**src/rtl/wb_stage_if.sv**
```systemverilog
// Writeback bus: per-slot results and issue-side busy marks in, register-file write ports out.
// Slot naming follows the execution units feeding the stage: LSU, IXU1, IXU2, BRANCH.
interface wb_stage_if #(
   parameter int DATA_W = 32
);
   logic              lsu_res_valid;
   logic [4:0]        lsu_res_rd;
   logic [DATA_W-1:0] lsu_res_data;
   logic              ixu1_res_valid;
   logic [4:0]        ixu1_res_rd;
   logic [DATA_W-1:0] ixu1_res_data;
   logic              ixu2_res_valid;
   logic [4:0]        ixu2_res_rd;
   logic [DATA_W-1:0] ixu2_res_data;
   logic              branch_res_valid;
   logic [4:0]        branch_res_rd;
   logic [DATA_W-1:0] branch_res_data;

   logic              lsu_set_en;
   logic [4:0]        lsu_set_rd;
   logic              ixu1_set_en;
   logic [4:0]        ixu1_set_rd;
   logic              ixu2_set_en;
   logic [4:0]        ixu2_set_rd;
   logic              branch_set_en;
   logic [4:0]        branch_set_rd;

   logic              lsu_wr_en;
   logic [4:0]        lsu_rd;
   logic [DATA_W-1:0] lsu_wr_data;
   logic              ixu1_wr_en;
   logic [4:0]        ixu1_rd;
   logic [DATA_W-1:0] ixu1_wr_data;
   logic              ixu2_wr_en;
   logic [4:0]        ixu2_rd;
   logic [DATA_W-1:0] ixu2_wr_data;
   logic              branch_wr_en;
   logic [4:0]        branch_rd;
   logic [DATA_W-1:0] branch_wr_data;

   // Master is the pipeline/issue side; slave is the writeback stage itself.
   modport master (
      output lsu_res_valid, lsu_res_rd, lsu_res_data,
      output ixu1_res_valid, ixu1_res_rd, ixu1_res_data,
      output ixu2_res_valid, ixu2_res_rd, ixu2_res_data,
      output branch_res_valid, branch_res_rd, branch_res_data,
      output lsu_set_en, lsu_set_rd, ixu1_set_en, ixu1_set_rd,
      output ixu2_set_en, ixu2_set_rd, branch_set_en, branch_set_rd,
      input  lsu_wr_en, lsu_rd, lsu_wr_data,
      input  ixu1_wr_en, ixu1_rd, ixu1_wr_data,
      input  ixu2_wr_en, ixu2_rd, ixu2_wr_data,
      input  branch_wr_en, branch_rd, branch_wr_data
   );

   modport slave (
      input  lsu_res_valid, lsu_res_rd, lsu_res_data,
      input  ixu1_res_valid, ixu1_res_rd, ixu1_res_data,
      input  ixu2_res_valid, ixu2_res_rd, ixu2_res_data,
      input  branch_res_valid, branch_res_rd, branch_res_data,
      input  lsu_set_en, lsu_set_rd, ixu1_set_en, ixu1_set_rd,
      input  ixu2_set_en, ixu2_set_rd, branch_set_en, branch_set_rd,
      output lsu_wr_en, lsu_rd, lsu_wr_data,
      output ixu1_wr_en, ixu1_rd, ixu1_wr_data,
      output ixu2_wr_en, ixu2_rd, ixu2_wr_data,
      output branch_wr_en, branch_rd, branch_wr_data
   );
endinterface

```
**src/rtl/wb_stage.sv**
```systemverilog
// Writeback stage: registers per-slot results for the register file, drops x0 writes,
// resolves same-destination conflicts by fixed priority and tracks a per-register busy scoreboard.
module wb_stage #(
   parameter int DATA_W   = 32,
   parameter int NUM_REGS = 32,
   parameter int CNT_W    = 16
) (
   input  logic                clk,
   input  logic                rst,
   wb_stage_if.slave           bus,
   input  logic                clear_stats,
   output logic [NUM_REGS-1:0] busy_mask,
   output logic                conflict_sticky,
   output logic [CNT_W-1:0]    conflict_cnt
);
   localparam int RW        = 5;
   localparam int NUM_SLOTS = 4;

   // Slot index doubles as priority: 0=LSU (lowest) .. 3=BRANCH (highest).
   logic [NUM_SLOTS-1:0] res_valid;
   logic [RW-1:0]        res_rd   [NUM_SLOTS];
   logic [DATA_W-1:0]    res_data [NUM_SLOTS];
   logic [NUM_SLOTS-1:0] set_en;
   logic [RW-1:0]        set_rd   [NUM_SLOTS];

   logic [NUM_SLOTS-1:0] eligible;
   logic [NUM_SLOTS-1:0] win;
   logic                 conflict;
   logic [NUM_REGS-1:0]  busy_next;

   logic [NUM_SLOTS-1:0] wr_en_q;
   logic [RW-1:0]        rd_q     [NUM_SLOTS];
   logic [DATA_W-1:0]    data_q   [NUM_SLOTS];

   assign res_valid[0] = bus.lsu_res_valid;
   assign res_valid[1] = bus.ixu1_res_valid;
   assign res_valid[2] = bus.ixu2_res_valid;
   assign res_valid[3] = bus.branch_res_valid;
   assign res_rd[0]    = bus.lsu_res_rd;
   assign res_rd[1]    = bus.ixu1_res_rd;
   assign res_rd[2]    = bus.ixu2_res_rd;
   assign res_rd[3]    = bus.branch_res_rd;
   assign res_data[0]  = bus.lsu_res_data;
   assign res_data[1]  = bus.ixu1_res_data;
   assign res_data[2]  = bus.ixu2_res_data;
   assign res_data[3]  = bus.branch_res_data;

   assign set_en[0]    = bus.lsu_set_en;
   assign set_en[1]    = bus.ixu1_set_en;
   assign set_en[2]    = bus.ixu2_set_en;
   assign set_en[3]    = bus.branch_set_en;
   assign set_rd[0]    = bus.lsu_set_rd;
   assign set_rd[1]    = bus.ixu1_set_rd;
   assign set_rd[2]    = bus.ixu2_set_rd;
   assign set_rd[3]    = bus.branch_set_rd;

   assign bus.lsu_wr_en      = wr_en_q[0];
   assign bus.ixu1_wr_en     = wr_en_q[1];
   assign bus.ixu2_wr_en     = wr_en_q[2];
   assign bus.branch_wr_en   = wr_en_q[3];
   assign bus.lsu_rd         = rd_q[0];
   assign bus.ixu1_rd        = rd_q[1];
   assign bus.ixu2_rd        = rd_q[2];
   assign bus.branch_rd      = rd_q[3];
   assign bus.lsu_wr_data    = data_q[0];
   assign bus.ixu1_wr_data   = data_q[1];
   assign bus.ixu2_wr_data   = data_q[2];
   assign bus.branch_wr_data = data_q[3];

   // A slot keeps its write only if no higher-priority eligible slot targets the same register.
   always_comb begin
      eligible = '0;
      win      = '0;
      for (int s = 0; s < NUM_SLOTS; s++) begin
         eligible[s] = res_valid[s] && (res_rd[s] != '0);
      end
      for (int s = 0; s < NUM_SLOTS; s++) begin
         win[s] = eligible[s];
         for (int h = s + 1; h < NUM_SLOTS; h++) begin
            if (eligible[h] && (res_rd[h] == res_rd[s])) begin
               win[s] = 1'b0;
            end
         end
      end
      conflict = |(eligible & ~win);
   end

   // Clears are applied before sets so a freshly issued producer keeps its register busy.
   always_comb begin
      busy_next = busy_mask;
      for (int r = 1; r < NUM_REGS; r++) begin
         for (int s = 0; s < NUM_SLOTS; s++) begin
            if (res_valid[s] && (res_rd[s] == RW'(r))) begin
               busy_next[r] = 1'b0;
            end
         end
         for (int s = 0; s < NUM_SLOTS; s++) begin
            if (set_en[s] && (set_rd[s] == RW'(r))) begin
               busy_next[r] = 1'b1;
            end
         end
      end
      busy_next[0] = 1'b0;
   end

   always_ff @(posedge clk or negedge rst) begin
      if (!rst) begin
         wr_en_q <= '0;
         for (int s = 0; s < NUM_SLOTS; s++) begin
            rd_q[s]   <= '0;
            data_q[s] <= '0;
         end
      end else begin
         wr_en_q <= win;
         for (int s = 0; s < NUM_SLOTS; s++) begin
            rd_q[s]   <= res_rd[s];
            data_q[s] <= res_data[s];
         end
      end
   end

   always_ff @(posedge clk or negedge rst) begin
      if (!rst) begin
         busy_mask <= '0;
      end else begin
         busy_mask <= busy_next;
      end
   end

   // Counts conflict cycles, not conflicting pairs; a clear in the same cycle takes precedence.
   always_ff @(posedge clk or negedge rst) begin
      if (!rst) begin
         conflict_sticky <= 1'b0;
         conflict_cnt    <= '0;
      end else if (clear_stats) begin
         conflict_sticky <= 1'b0;
         conflict_cnt    <= '0;
      end else if (conflict) begin
         conflict_sticky <= 1'b1;
         if (conflict_cnt != '1) begin
            conflict_cnt <= conflict_cnt + CNT_W'(1);
         end
      end
   end
endmodule
```
**src/flat_wrapper.sv**
```systemverilog
// flat-port wrapper written by rule: the top's interface ports become plain ports
module wb_stage_flat 
#(
   parameter int DATA_W   = 32,
   parameter int NUM_REGS = 32,
   parameter int CNT_W    = 16
)
  (clk, rst, clear_stats, busy_mask, conflict_sticky, conflict_cnt, bus_lsu_res_valid, bus_lsu_res_rd, bus_lsu_res_data, bus_ixu1_res_valid, bus_ixu1_res_rd, bus_ixu1_res_data, bus_ixu2_res_valid, bus_ixu2_res_rd, bus_ixu2_res_data, bus_branch_res_valid, bus_branch_res_rd, bus_branch_res_data, bus_lsu_set_en, bus_lsu_set_rd, bus_ixu1_set_en, bus_ixu1_set_rd, bus_ixu2_set_en, bus_ixu2_set_rd, bus_branch_set_en, bus_branch_set_rd, bus_lsu_wr_en, bus_lsu_rd, bus_lsu_wr_data, bus_ixu1_wr_en, bus_ixu1_rd, bus_ixu1_wr_data, bus_ixu2_wr_en, bus_ixu2_rd, bus_ixu2_wr_data, bus_branch_wr_en, bus_branch_rd, bus_branch_wr_data);
  wb_stage_if #(.DATA_W(DATA_W)) bus_i ();
  input  logic clk;
  input  logic rst;
  input  logic clear_stats;
  output logic [NUM_REGS-1:0] busy_mask;
  output logic conflict_sticky;
  output logic [CNT_W-1:0] conflict_cnt;
  input wire logic [$bits(bus_i.lsu_res_valid)-1:0] bus_lsu_res_valid;
  input wire logic [$bits(bus_i.lsu_res_rd)-1:0] bus_lsu_res_rd;
  input wire logic [$bits(bus_i.lsu_res_data)-1:0] bus_lsu_res_data;
  input wire logic [$bits(bus_i.ixu1_res_valid)-1:0] bus_ixu1_res_valid;
  input wire logic [$bits(bus_i.ixu1_res_rd)-1:0] bus_ixu1_res_rd;
  input wire logic [$bits(bus_i.ixu1_res_data)-1:0] bus_ixu1_res_data;
  input wire logic [$bits(bus_i.ixu2_res_valid)-1:0] bus_ixu2_res_valid;
  input wire logic [$bits(bus_i.ixu2_res_rd)-1:0] bus_ixu2_res_rd;
  input wire logic [$bits(bus_i.ixu2_res_data)-1:0] bus_ixu2_res_data;
  input wire logic [$bits(bus_i.branch_res_valid)-1:0] bus_branch_res_valid;
  input wire logic [$bits(bus_i.branch_res_rd)-1:0] bus_branch_res_rd;
  input wire logic [$bits(bus_i.branch_res_data)-1:0] bus_branch_res_data;
  input wire logic [$bits(bus_i.lsu_set_en)-1:0] bus_lsu_set_en;
  input wire logic [$bits(bus_i.lsu_set_rd)-1:0] bus_lsu_set_rd;
  input wire logic [$bits(bus_i.ixu1_set_en)-1:0] bus_ixu1_set_en;
  input wire logic [$bits(bus_i.ixu1_set_rd)-1:0] bus_ixu1_set_rd;
  input wire logic [$bits(bus_i.ixu2_set_en)-1:0] bus_ixu2_set_en;
  input wire logic [$bits(bus_i.ixu2_set_rd)-1:0] bus_ixu2_set_rd;
  input wire logic [$bits(bus_i.branch_set_en)-1:0] bus_branch_set_en;
  input wire logic [$bits(bus_i.branch_set_rd)-1:0] bus_branch_set_rd;
  output wire logic [$bits(bus_i.lsu_wr_en)-1:0] bus_lsu_wr_en;
  output wire logic [$bits(bus_i.lsu_rd)-1:0] bus_lsu_rd;
  output wire logic [$bits(bus_i.lsu_wr_data)-1:0] bus_lsu_wr_data;
  output wire logic [$bits(bus_i.ixu1_wr_en)-1:0] bus_ixu1_wr_en;
  output wire logic [$bits(bus_i.ixu1_rd)-1:0] bus_ixu1_rd;
  output wire logic [$bits(bus_i.ixu1_wr_data)-1:0] bus_ixu1_wr_data;
  output wire logic [$bits(bus_i.ixu2_wr_en)-1:0] bus_ixu2_wr_en;
  output wire logic [$bits(bus_i.ixu2_rd)-1:0] bus_ixu2_rd;
  output wire logic [$bits(bus_i.ixu2_wr_data)-1:0] bus_ixu2_wr_data;
  output wire logic [$bits(bus_i.branch_wr_en)-1:0] bus_branch_wr_en;
  output wire logic [$bits(bus_i.branch_rd)-1:0] bus_branch_rd;
  output wire logic [$bits(bus_i.branch_wr_data)-1:0] bus_branch_wr_data;
  assign bus_i.lsu_res_valid = bus_lsu_res_valid;
  assign bus_i.lsu_res_rd = bus_lsu_res_rd;
  assign bus_i.lsu_res_data = bus_lsu_res_data;
  assign bus_i.ixu1_res_valid = bus_ixu1_res_valid;
  assign bus_i.ixu1_res_rd = bus_ixu1_res_rd;
  assign bus_i.ixu1_res_data = bus_ixu1_res_data;
  assign bus_i.ixu2_res_valid = bus_ixu2_res_valid;
  assign bus_i.ixu2_res_rd = bus_ixu2_res_rd;
  assign bus_i.ixu2_res_data = bus_ixu2_res_data;
  assign bus_i.branch_res_valid = bus_branch_res_valid;
  assign bus_i.branch_res_rd = bus_branch_res_rd;
  assign bus_i.branch_res_data = bus_branch_res_data;
  assign bus_i.lsu_set_en = bus_lsu_set_en;
  assign bus_i.lsu_set_rd = bus_lsu_set_rd;
  assign bus_i.ixu1_set_en = bus_ixu1_set_en;
  assign bus_i.ixu1_set_rd = bus_ixu1_set_rd;
  assign bus_i.ixu2_set_en = bus_ixu2_set_en;
  assign bus_i.ixu2_set_rd = bus_ixu2_set_rd;
  assign bus_i.branch_set_en = bus_branch_set_en;
  assign bus_i.branch_set_rd = bus_branch_set_rd;
  assign bus_lsu_wr_en = bus_i.lsu_wr_en;
  assign bus_lsu_rd = bus_i.lsu_rd;
  assign bus_lsu_wr_data = bus_i.lsu_wr_data;
  assign bus_ixu1_wr_en = bus_i.ixu1_wr_en;
  assign bus_ixu1_rd = bus_i.ixu1_rd;
  assign bus_ixu1_wr_data = bus_i.ixu1_wr_data;
  assign bus_ixu2_wr_en = bus_i.ixu2_wr_en;
  assign bus_ixu2_rd = bus_i.ixu2_rd;
  assign bus_ixu2_wr_data = bus_i.ixu2_wr_data;
  assign bus_branch_wr_en = bus_i.branch_wr_en;
  assign bus_branch_rd = bus_i.branch_rd;
  assign bus_branch_wr_data = bus_i.branch_wr_data;
  wb_stage #(.DATA_W(DATA_W), .NUM_REGS(NUM_REGS), .CNT_W(CNT_W)) u_core (.clk(clk), .rst(rst), .bus(bus_i), .clear_stats(clear_stats), .busy_mask(busy_mask), .conflict_sticky(conflict_sticky), .conflict_cnt(conflict_cnt));
endmodule
```
**config.mk**
```make
export PLATFORM = sky130hd
export DESIGN_NAME = wb_stage_flat
export DESIGN_NICKNAME = d
export VERILOG_FILES = /design/src/rtl/wb_stage_if.sv /design/src/rtl/wb_stage.sv /design/src/flat_wrapper.sv
export SDC_FILE = /design/constraint.sdc
export NUM_CORES = 1
export LEC_CHECK = 0
export ABC_AREA = 1
export ABC_CLOCK_PERIOD_IN_PS = 4430
export CORE_AREA = 3 3 146 148
export CTS_BUF_LIST = sky130_fd_sc_hd__clkbuf_4 sky130_fd_sc_hd__clkbuf_8 sky130_fd_sc_hd__clkbuf_16
export DETAILED_ROUTE_END_ITERATION = 16
export DIE_AREA = 0 0 149 151
export HOLD_SLACK_MARGIN = 0.15
export PLACE_DENSITY = 0.81
export SLEW_MARGIN = 20
export SYNTH_ARGS = -nofsm -noshare
export SYNTH_HDL_FRONTEND = slang
export SYNTH_SLANG_ARGS = --single-unit
```
**constraint.sdc**
```tcl
create_clock -name clk -period 4.43 [get_ports clk]
set_clock_uncertainty 0.15 [all_clocks]
set_input_delay 0.443 -clock clk [delete_from_list [all_inputs] [get_ports clk]]
set_output_delay 0.443 -clock clk [all_outputs]
set_load 0.01 [all_outputs]
```
==> flow_results.org, run 1 <==
** Job
- Max_cap viols :: 0

** Floorplanning
- Site row count :: 52
- The floorplan step defined a die boundary enclosing 0.0225 mm².
- Width of the die :: 149 µm
- After floorplanning, the core was sized to cover 0.0202 mm².
- The floorplan step set the die height to 151 µm.
- I/O pin total :: 380
- Once the floorplan was initialized, standard cells occupied 43.2% of the core.

** CTS
- Clock-pin slew was measured on the worst setup and hold paths at 90 ps.
- Later-pin clock latency in the skew report :: 430 ps
- TritonCTS created 17 clock buffers.
- The clock passes through at most 2 buffers.
- Clock tree synthesis selected as its root buffer the cell clkbuf_16.
- Deepest level of the CTS H-tree :: 4
- Buffers added to address setup during post-CTS repair amount to 0.
- The tree built by TritonCTS fans out to 200 sinks.
- Cts hold-fix bufs :: 1
- TritonCTS built the clock tree.
- Post-cts resize count :: 0

** Final layout
- In the final layout, flip-flops and latches occupy 0.00500 mm².
- Compared with the post-synthesis result, the final layout area differs by 53.0%.
- Share of cells above drive strength 1 :: 4.38%
- Counting the fill cells in the layout gives 1635.
- At the end of the flow, the number of nets in the layout was 1536.
- Cells fill 66.0% of the core in the end.
- Area taken by multi-input logic gates :: 0.00312 mm²

** Setup path
- The slowest stage of the critical path is the clkdlybuf4s50_1 cell.
- Cells traversed along the worst timing path :: clkdlybuf4s50_1 > nor2_2 > nand2_1 > nand2_1 > nand2_1 > nand3_1 > nand3_1 > nand2_1 > nand3_2 > nand2_4 > nand3_1 > nand2_1
- The worst setup path is captured at a flop.
- The critical path is of the primary input to flop type.
- At the worst endpoint, the required time is 4650 ps.
- The number of buffers and inverters on the critical path is 1.
- Top cell family by delay on the critical path :: simple AND/OR/NAND/NOR gates
- Peak fanout along the critical path :: 18
- On the worst path, the slowest cell contributes a delay of 650 ps.
- The worst setup path is launched from a primary input.
- In this design, the critical path's most frequently occurring cell is nand2_1.
- Data on the critical path arrives at its endpoint at 2910 ps.

** Detailed routing
- In this run, the number of DRC markers left after iteration 0 of detailed routing was 754.
- The detail route stage leaves a number of antenna-violating nets equal to 0.
- Drt pass-1 iters :: 6
- DRC viols :: 0
- Via total after detailed routing :: 8522
- Dividing the detail-routed wire length by the instance count gives 20.8 µm.
- Detailed-route wire length :: 34200 µm
- Using the TritonRoute via totals, the vias-per-cell ratio works out to 5.20.

** Synth
- Cell taking the most area after synthesis :: dfrtp_1
- Post-Syn Area per Cell :: 8.80 µm²
- Sorting the synthesized cells by area gives the leading types as dfrtp_1, nand2_1, nor2_1.
- After synthesis, the share of flip-flops with an asynchronous set or reset is 100%.
- Of the post-synthesis cell area, the dominant cell type holds 57.5%.
- Share of the yosys chip area belonging to registers :: 57.5%
- Synthesis produced a netlist whose cell count is 989.
- Prevailing post-synth register cell :: dfrtp_1
- Number of distinct library cells after synthesis :: 39
- Number of enable flip-flop cells after synthesis :: 0
- When the netlist entered floorplanning its net count stood at 1169.
- Synthesized cell area :: 0.00871 mm²
- Seq cells post-synth :: 200
- Yosys warns :: 0

** STA
- Setup violations remaining at the end of the flow were counted as 0.
- Max Fclk :: 372 MHz
- Final critical delay including setup and external delays :: 2690 ps
- RSZ-0062 raised after global routing :: no
- Fin. Hold Viols :: 0
- Worst Setup Slack, final :: 1740 ps
- At the pin with the least slew margin, the transition time is 975 ps.
- Final clock period utilization by the worst path :: 60.8%
- Total count of max-transition violations in the final report :: 0
- Worst max-slew margin expressed relative to the limit :: 35.0%
- Setup total negative slack on the finished layout was measured at 0 ps.

** GRT
- Summed over all layers, the global routing overflow is 0.
- Vias in the first global route :: 8343
- Global-route wire length before repair :: 50400 µm
- The number of antenna violations at the first check in global routing is 0.
- Maximum number of pins on one net before global-route repair :: 124
- Gr usage total :: 29.8%

** Min path
- The worst hold path belongs to the class primary input to flop.

** Power and ir drop
- Areal power density over the cells :: 347 mW/mm²
- Maximum resistive drop on vdd :: 270 µV
- Static leakage :: 5.86 nW
- Overall power consumption after layout is estimated at 0.00462 W.

** Placed design
- The HPWL after detailed placement is 27100 µm.
- Before CTS, the worst setup slack after placement is 1350 ps.
- At the end of routability-driven placement, the weighted congestion stood at 1.01.
- Buffers placed on the I/O ports in this run total 378.

** Outcome
- The flow ran to the end, and the final reports show no timing, DRC or antenna violations.
area by class of cell:
class	count	area share, %
flip-flops and latches	200	37.6
repair buffers	381	28.7
multi-input cells	647	23.4
clock buffers	18	3.30
inverters	109	3.07
well taps	270	2.54
clock inverters	14	1.36
diodes	1	0.0188
logic make-up (layout without fill, tap and decap cells):
kind of cell,after synthesis,in the layout,synth area share (%)
buffers and inverters,142,522,6.73
other,1,2,0.0431
AND/OR/NAND/NOR,488,488,23.5
XOR/XNOR,25,25,2.52
adder cells (fa/ha/maj),1,1,0.144
flip-flops,200,200,57.5
AO/OA/AOI/OAI,132,132,9.54
Yosys cell counts, types with 2 or more instances:
master,n
inv_2,12
nand4_1,22
o22ai_1,31
nand2_1,251
o221ai_1,7
a21oi_1,4
xnor2_1,7
clkbuf_1,12
buf_4,2
a211oi_1,2
o21ai_1,23
nand3_2,2
o21ai_0,37
nand3_1,61
clkinv_1,3
inv_1,94
o211ai_1,2
buf_2,15
dfrtp_1,200
nor2_2,4
a21boi_0,2
nor3_1,4
buf_6,2
a221oi_1,22
xor2_1,18
nor2_1,137
cell usage in the layout, fill, tap and decap left out, types with 3 or more instances in the layout:
cell	instances
o221ai_1	7
nor2_2	5
inv_8	3
clkinv_8	4
clkdlybuf4s50_1	377
xor2_1	18
o22ai_1	31
xnor2_1	7
clkbuf_16	17
o21ai_0	37
clkinv_1	3
inv_2	12
nor2_1	136
nor3_1	4
nand4_1	22
nand3_1	61
nand2_1	251
a21oi_1	4
dfrtp_1	200
inv_12	3
a221oi_1	22
o21ai_1	23
inv_6	3
inv_1	94
final timing paths:
check,from,end,slack (ps),cells past startpoint
setup / recovery,bus_ixu2_res_rd[0],u_core.conflict_cnt[6],1740,12
hold / removal,bus_ixu2_res_data[1],u_core.bus.ixu2_wr_data[1],280,1
setup reg to reg,u_core.conflict_cnt[1],u_core.conflict_cnt[6],2120,9
hold reg to reg,u_core.conflict_sticky,u_core.conflict_sticky,350,2
max in group asynchronous,rst,u_core.bus.branch_wr_data[15],2590,3
min in group asynchronous,rst,u_core.conflict_cnt[11],610,2
where the power goes:
part | internal, W | switching [W] | total, W
Clock | 0.000794 | 0.000814 | 0.00161
Sequential | 0.00198 | 0.0000876 | 0.00207
Combinational | 0.000490 | 0.000459 | 0.000949
layer usage:
| layer | part of all wire (%) | wire (µm) | up-vias | GRT usage [%] |
|---|---|---|---|---|
| met3 | 9.2 | 3140 | 49 | 7.24 |
| met1 | 39 | 13400 | 4068 | 38.6 |
| li1 | - | - | 3949 | - |
| met4 | 2.2 | 751 | 0 | 7.55 |
| met2 | 49 | 16900 | 456 | 50.5 |
| met5 | 0 | 0 | - | 0 |
registers in the layout, indices dropped and copies added (netlist names):
name,flops
u_core.conflict_sticky,1
u_core.bus.lsu_rd,5
u_core.bus.branch_rd,5
u_core.bus.ixu2_rd,5
u_core.bus.ixu1_rd,5
u_core.bus.ixu1_wr_data,32
u_core.busy_mask,31
u_core.bus.lsu_wr_data,32
u_core.conflict_cnt,16
u_core.wr_en_q,4
u_core.bus.ixu2_wr_data,32
u_core.bus.branch_wr_data,32
per-stage QoR:
stage               cell area [µm²]  hold slack [ps]  cells
floorplan                      8710            -2.59    989
global placement              12700              329   1606
detailed placement            12700              329   1606
CTS                           13300              272   1639
global route                  13300              265   1639
finish                        13300              276   1640
(Power assumes the default switching activity.)
==> run 2, diff against run 1 <==
- ABC_CLOCK_PERIOD_IN_PS: 4430 -> 2400
- CORE_AREA: 3 3 146 148 -> 3 3 156 158
- DIE_AREA: 0 0 149 151 -> 0 0 159 161
- PLACE_DENSITY: 0.81 -> 0.75
- clock period: 4.43 -> 2.4 ns (I/O delays scaled with it)
==> run 2 against run 1 <==
Against the previous run: critical path depth decreased by 3; non-clock buffer count increased by 181; first-iteration DRC count increased by 17%; combinational power increased by 110%; global-route usage increased by 0.56 points; via count increased by 11%; critical endpoint unchanged; highest routed layer is now met5.
==> flow_results.org, run 2 (synthesis gave the netlist of run 1 again) <==
** Outcome
- Status :: finished clean

** Floorplanning
- Width of the die :: 159 µm (+6.7%)
- The core area is 0.0233 mm² (+15%).
- Site row count :: 56 (+7.7%)
- The I/O pin count is 380 (unchanged).
- The area enclosed by the die boundary is 0.0256 mm² (+14%).
- Height of the chip :: 161 µm (+6.6%)
- The initial core utilization is 37.4% (-5.7 points).

** Power and ir drop
- The fraction of power consumed by sequential logic is 43.0% (-1.7 points).
- The switching power summed over all nets was 0.00264 W (+94%).
- Maximum resistive drop on vdd :: 466 µV (+73%)
- Static leakage :: 6.67 nW (+14%)
- The ratio of total power to cell area is 591 mW/mm² (+70%).
- The switching part of the total power is 29.5% (+0.11 points).
- The combinational cell fraction of total power came to 22.6% (+2.1 points).
- The relative contribution of the clock network to total power came to 34.4% (-0.4 points).
- Internal power contribution :: 0.00629 W (+93%)

** Placed design
- The placer's final routability congestion estimate came to 0.997 (-1.1%).
- Standard cell area after detailed placement :: 0.0131 mm² (+3.5%)
- The total half-perimeter wirelength after legalization and detailed placement came to 28400 µm (+4.8%).
- Buffers on Ports :: 378 (unchanged)
- Worst setup timing slack at the placement stage :: 67.8 ps (-1290 ps)

** STA
- The actual transition at the worst max-transition pin is 542 ps (-433 ps).
- Derived from the worst setup path, the maximum achievable clock frequency is 464 MHz.
- Count of final setup violators :: 0 (unchanged)
- Worst max-slew margin expressed relative to the limit :: 63.8% (+29 points)
- The setup TNS is 0 ps (unchanged).
- Worst Setup Slack, final :: 247 ps (-1490 ps)
- The worst hold slack is 188 ps (-87.5 ps).
- RSZ-0062 raised after global routing :: no
- Of the available clock period, the critical path in the final layout requires 89.7%.
- The count of final max-slew check failures was 0 (unchanged).
- Fin. Hold Viols :: 0 (unchanged)
- The worst path needs 2150 ps of the cycle, external delays included.

** Setup path
- Traced cell by cell, the critical path runs through ha_1 > nand3_2 > nor3_4 > nand4_2 > nor2_4 > nand4_4 > buf_4 > nand4_1 > nand2_1.
- Critical register-to-register path startpoint :: u_core.conflict_cnt[1]
- On the critical path the largest part of the delay comes from simple AND/OR/NAND/NOR gates.
- Required time reported for the critical path endpoint :: 2580 ps (-2070 ps)
- Peak fanout along the critical path :: 11 (-7)
- The maximum cell stage delay along the critical path was 420 ps (-230 ps).
- Slowest library cell on the worst path :: dfrtp_1
- Worst Setup Path Type :: flop to flop
- The register-to-register setup slack was 250 ps (-1870 ps).
- The worst setup path is launched from a flop.
- Start point of the critical path :: u_core.conflict_cnt[1]
- Combined buffer and inverter count along the critical path :: 1 (unchanged)
- CP Data Arrival Time :: 2330 ps (-580 ps)
- The worst setup path is captured at a flop.

** Detailed routing
- The post-detailed-route via-to-cell ratio is 5.05 (-2.8%).
- The total detailed-routing wirelength came to 39500 µm (+15%).
- The DRC violation total after the first TritonRoute iteration is 880 (+17%).
- DRC viols :: 0 (unchanged)
- The number of iterations in the first detailed-routing pass is 5 (-1).
- Number of routed nets with antenna violations :: 0 (unchanged)
- The via count was 9446 (+11%).
- The mean routed wirelength per cell came to 21.1 µm (+1.2%).

** CTS
- Deepest level of the CTS H-tree :: 4 (unchanged)
- TritonCTS clock tree :: done
- Maximum buffer depth of the clock tree :: 2 (unchanged)
- Number of buffers created by CTS :: 17 (unchanged)
- Master cell of the clock root buffer :: clkbuf_16
- The clock sink total is 200 (unchanged).
- Clock transition at the register clock pins on the worst setup and hold paths after CTS :: 90 ps (about the same)
- The insertion delay to the later sink of the worst-skew pair was 440 ps (about the same).

** GRT
- Gr usage total :: 30.3% (+0.56 points)
- Maximum number of pins on one net before global-route repair :: 64 (-48%)
- Overflow left after global routing :: 0 (unchanged)
- The wire length of the first global-routing pass came to 59100 µm (+17%).
- Vias in the first global route :: 9515 (+14%)
- The number of antenna violations at the first check in global routing is 3 (+3).

** Final layout
- The post-layout net count came to 1717 (+12%).
- The total non-filler cell area in the finished layout is 0.0151 mm² (+13%).
- Leading cell type in the layout, fill and taps excluded :: clkdlybuf4s50_1
- Top library cells by usage in the layout, fill and taps aside :: clkdlybuf4s50_1, nand2_1, dfrtp_1
- The area growth from synthesis to layout is 73.4%.
- Share of cells above drive strength 1 :: 7.35% (+3.0 points)
- Post-route core utilization :: 64.9% (-1.1 points)

** Job
- Max_cap viols :: 0 (unchanged)

** Min path
- In this run the worst hold path is classified as primary input to async pin.
[run 2: layout make-up]
cell class | instances | area [µm²]
multi-input cells | 647 | 3120
well taps | 319 | 399
clock inverters | 15 | 214
fillers | 1881 | 8170
clock buffers | 17 | 425
repair buffers | 562 | 5510
inverters | 109 | 409
flip-flops and latches | 200 | 5000
diodes | 2 | 5.00
[run 2: power groups by stage]
stage / Sequential, W / Clock, W / Combinational (W)
3_3_place_gp: 0.00389 / 0 / 0.00179
6_report: 0.00383 / 0.00307 / 0.00202
2_1_floorplan: 0.00397 / 0 / 0.000449
3_5_place_dp: 0.00388 / 0 / 0.00181
5_1_grt: 0.00386 / 0.00325 / 0.00215
4_1_cts: 0.00382 / 0.00310 / 0.00200
[run 2: what timing repair did]
item	CTS	global route
gates resized for setup	0	1
hold endpoints to repair	323	1
buffers inserted	0	5
endpoints found under the setup margin	0	6
hold buffers	126	1
[run 2: layer usage]
metal,part of all wire [%],track usage (%)
met1,39,37.2
met2,50,52.8
met3,8.4,8.03
met4,3.0,9.15
met5,0.025,0
[run 2: through the flow]
step / power [W] / std cells
after floorplan: 0.00442 / 989
after global placement: 0.00568 / 1705
after detailed placement: 0.00568 / 1705
after CTS: 0.00892 / 1863
after global routing: 0.00926 / 1871
final: 0.00892 / 1871
[run 2: worst paths after layout]
check                                              to  cells after the start
min                        u_core.bus.ixu1_wr_data[0]                      2
min reg2reg                    u_core.conflict_sticky                      2
min in group clk                u_core.bus.ixu2_rd[3]                      1
max                            u_core.conflict_cnt[6]                      9
max reg2reg                    u_core.conflict_cnt[6]                      9
max in group asynchronous   u_core.bus.lsu_wr_data[2]                      3
==> run 3, diff against run 2 <==
- CORE_AREA: 3 3 156 158 -> 3 3 162 164
- DIE_AREA: 0 0 159 161 -> 0 0 165 167
- PLACE_DENSITY: 0.75 -> 0.71
==> run 3 against run 2 <==
Against the previous run: core utilization fell by 4.7 points; total power increased by 1.0%; register-to-register slack got worse by 20 ps; sequential power is essentially flat; non-clock buffer count fell by 10; maximum frequency fell by 1.1%; clock-buffer cell count did not move; setup slack got worse by 24 ps; hold slack improved by 0.98 ps; global-route usage down 3.4 points; routed wire length decreased by 4.9%.
==> flow_results.org, run 3 (synthesis gave the netlist of run 1 again) <==
** Setup path
- The worst register-to-register path begins at u_core.conflict_cnt[0].
- The signal on the critical path passes through ha_1 > nand3_2 > nor3_4 > nand4_2 > nor2_4 > nand4_4 > nand2_4 > nand3_1 > nand2_1.
- The largest fanout of any net on the critical path came to 16 (+5).
- STA classifies the critical path startpoint as a flop.
- CP endpoint kind :: flop
- The critical path starts at u_core.conflict_cnt[0].
- Slowest library cell on the worst path :: dfrtp_1
- The setup path with the least slack is of type flop to flop.
- Top cell family by delay on the critical path :: simple AND/OR/NAND/NOR gates
- Combined buffer and inverter count along the critical path :: 0 (-1)
- The data arrival time of the critical path was 2390 ps (+60 ps).
- Largest stage delay on the critical path :: 440 ps (+20 ps)
- The data required time at the worst endpoint came to 2620 ps (+40 ps).

** STA
- The setup TNS was 0 ps (unchanged).
- The maximum achievable frequency was 459 MHz (-1.1%).
- Worst Setup Slack, final :: 223 ps (-23.6 ps)
- The number of hold violations in the final report came to 0 (unchanged).
- Count of final setup violators :: 0 (unchanged)
- Setup repair after global routing left no endpoint under its margin.
- The actual transition at the worst max-transition pin came to 590 ps (+47.7 ps).
- The headroom to the max-slew limit came to 60.6% (-3.2 points).
- Final clock period utilization by the worst path :: 90.7% (+0.98 points)
- The minimum period implied by the final worst setup slack was 2180 ps (+23.6 ps).
- The count of final max-slew check failures is 0 (unchanged).

** Final layout
- The final cell count without fillers is 1872 (+0.053%).
- FF+latch area :: 0.00500 mm² (unchanged)
- The library cell used most frequently in the layout, excluding fill and tap cells, is clkdlybuf4s50_1.
- Fillers :: 2076 (+10%)
- The post-layout net count came to 1707 (-0.58%).
- Area growth syn-to-layout :: 73.0%
- Top library cells by usage in the layout, fill and taps aside :: clkdlybuf4s50_1, nand2_1, dfrtp_1
- Share of cells above drive strength 1 :: 6.82% (-0.54 points)
- Area taken by multi-input logic gates :: 0.00312 mm² (-0.28%)

** Detailed routing
- The mean routed wirelength per cell came to 20.0 µm (-4.9%).
- Via total after detailed routing :: 9301 (-1.5%)
- Drt pass-1 iters :: 6 (+1)
- DRC viols :: 0 (unchanged)
- The post-detailed-route via-to-cell ratio was 4.97 (-1.6%).
- The count of nets left with antenna violations after detail routing is 0 (unchanged).
- The DRC violation total after the first TritonRoute iteration came to 830 (-5.7%).
- Detailed-route wire length :: 37500 µm (-4.9%)

** Floorplanning
- Width of the die :: 165 µm (+3.8%)
- Effective utilization at floorplan :: 34.8% (-2.7 points)
- I/O pin total :: 380 (unchanged)
- The core area came to 0.0250 mm² (+7.6%).
- Site row count :: 58 (+3.6%)
- The area enclosed by the die boundary came to 0.0276 mm² (+7.6%).
- Height of the chip :: 167 µm (+3.7%)

** CTS
- Deepest level of the CTS H-tree :: 4 (unchanged)
- The insertion delay to the later sink of the worst-skew pair came to 430 ps (about the same).
- The post-CTS clock slew at the launch and capture registers of the worst setup and hold paths was 90 ps (about the same).
- TritonCTS clock tree :: done
- The maximum clock path buffer count is 2 (unchanged).
- The clock sink total is 200 (unchanged).
- The cell sitting at the root of the clock tree is a clkbuf_16.
- Number of buffers created by CTS :: 17 (unchanged)

** Placed design
- Buffers on Ports :: 378 (unchanged)
- The placer's final routability congestion estimate came to 1.04 (+4.7%).
- The number of placed cells counting well taps came to 1712 (+0.41%).
- The total half-perimeter wirelength after legalization and detailed placement was 28100 µm (-0.98%).
- The worst slack at placement was 80.3 ps (+12.5 ps).

** Job
- Max_cap viols :: 0 (unchanged)

** GRT
- Vias in the first global route :: 9524 (+0.095%)
- The wire length of the first global-routing pass is 56600 µm (-4.3%).
- The number of antenna violations at the first check in global routing was 2 (-1).
- The total global routing track utilization is 26.9% (-3.4 points).
- The maximum number of pins on one net before global-route repair came to 65 (+1.6%).
- Overflow left after global routing :: 0 (unchanged)

** Min path
- The min-delay analysis places its worst path in the category primary input to flop.
- In this run the most critical hold path is launched from bus_ixu2_res_rd[1].

** Power and ir drop
- The ratio of total power to cell area was 599 mW/mm² (+1.2%).
- The worst-case vdd ir drop came to 430 µV (-7.7%).
- The reported leakage power was 6.64 nW (-0.47%).

** Outcome
- Status :: finished clean
[run 3: area by class of cell]
type,instances,share of cell area [%]
tap,330,2.74
sequential,200,33.2
antenna,2,0.0332
timing repair buffer,552,36.2
clock buffer,17,2.82
inverter,109,2.72
multi-input combinational,647,20.7
clock inverter,15,1.60
[run 3: path summary, 6_finish.rpt]
path,endpoint,slack [ps],depth (start not counted)
worst max-delay path,u_core.conflict_cnt[2],220,9
worst min-delay path,u_core.bus.ixu2_rd[1],190,1
worst max register to register,u_core.conflict_cnt[2],220,9
worst min register to register,u_core.conflict_sticky,350,2
max in group asynchronous,u_core.bus.ixu2_wr_data[5],280,4
min in group asynchronous,u_core.bus.ixu2_wr_data[14],700,3
[run 3: worst reg2reg max path, cell delays in order, from the launching register on]
cell and delay, ps:
dfrtp_1 440, ha_1 230, nand3_2 140, nor3_4 170, nand4_2 170, nor2_4 160, nand4_4 210, nand2_4 260
nand3_1 110, nand2_1 80
[run 3: where the power goes]
group	internal, W	total [W]	switching (W)
Combinational	0.00109	0.00201	0.000916
Clock	0.00159	0.00319	0.00160
Sequential	0.00365	0.00382	0.000167
Total	0.00633	0.00901	0.00268
[run 3: layer usage]
metal	GRT usage (%)	vias up	wire length, µm
met5	0	-	0
met4	9.26	0	1210
met3	5.97	71	2970
met2	45.7	462	18500
met1	33.6	4476	14800
li1	-	4292	-
[run 3: stage by stage]
stage               total power, W  hold slack, ps  utilization, %  area, µm²
floorplan                  0.00442            -206               -       8710
global placement           0.00567            68.2            52.4      13100
detailed placement         0.00568            70.4            52.4      13100
CTS                        0.00906             169            60.1      15100
global route               0.00939             153            60.1      15100
finish                     0.00901             189            60.1      15100
[run 3: timing repair]
item,4_1_cts,5_1_grt
endpoints found under the hold margin,323,0
gates resized for setup,0,0
hold buffers,126,0
setup buffers,0,0
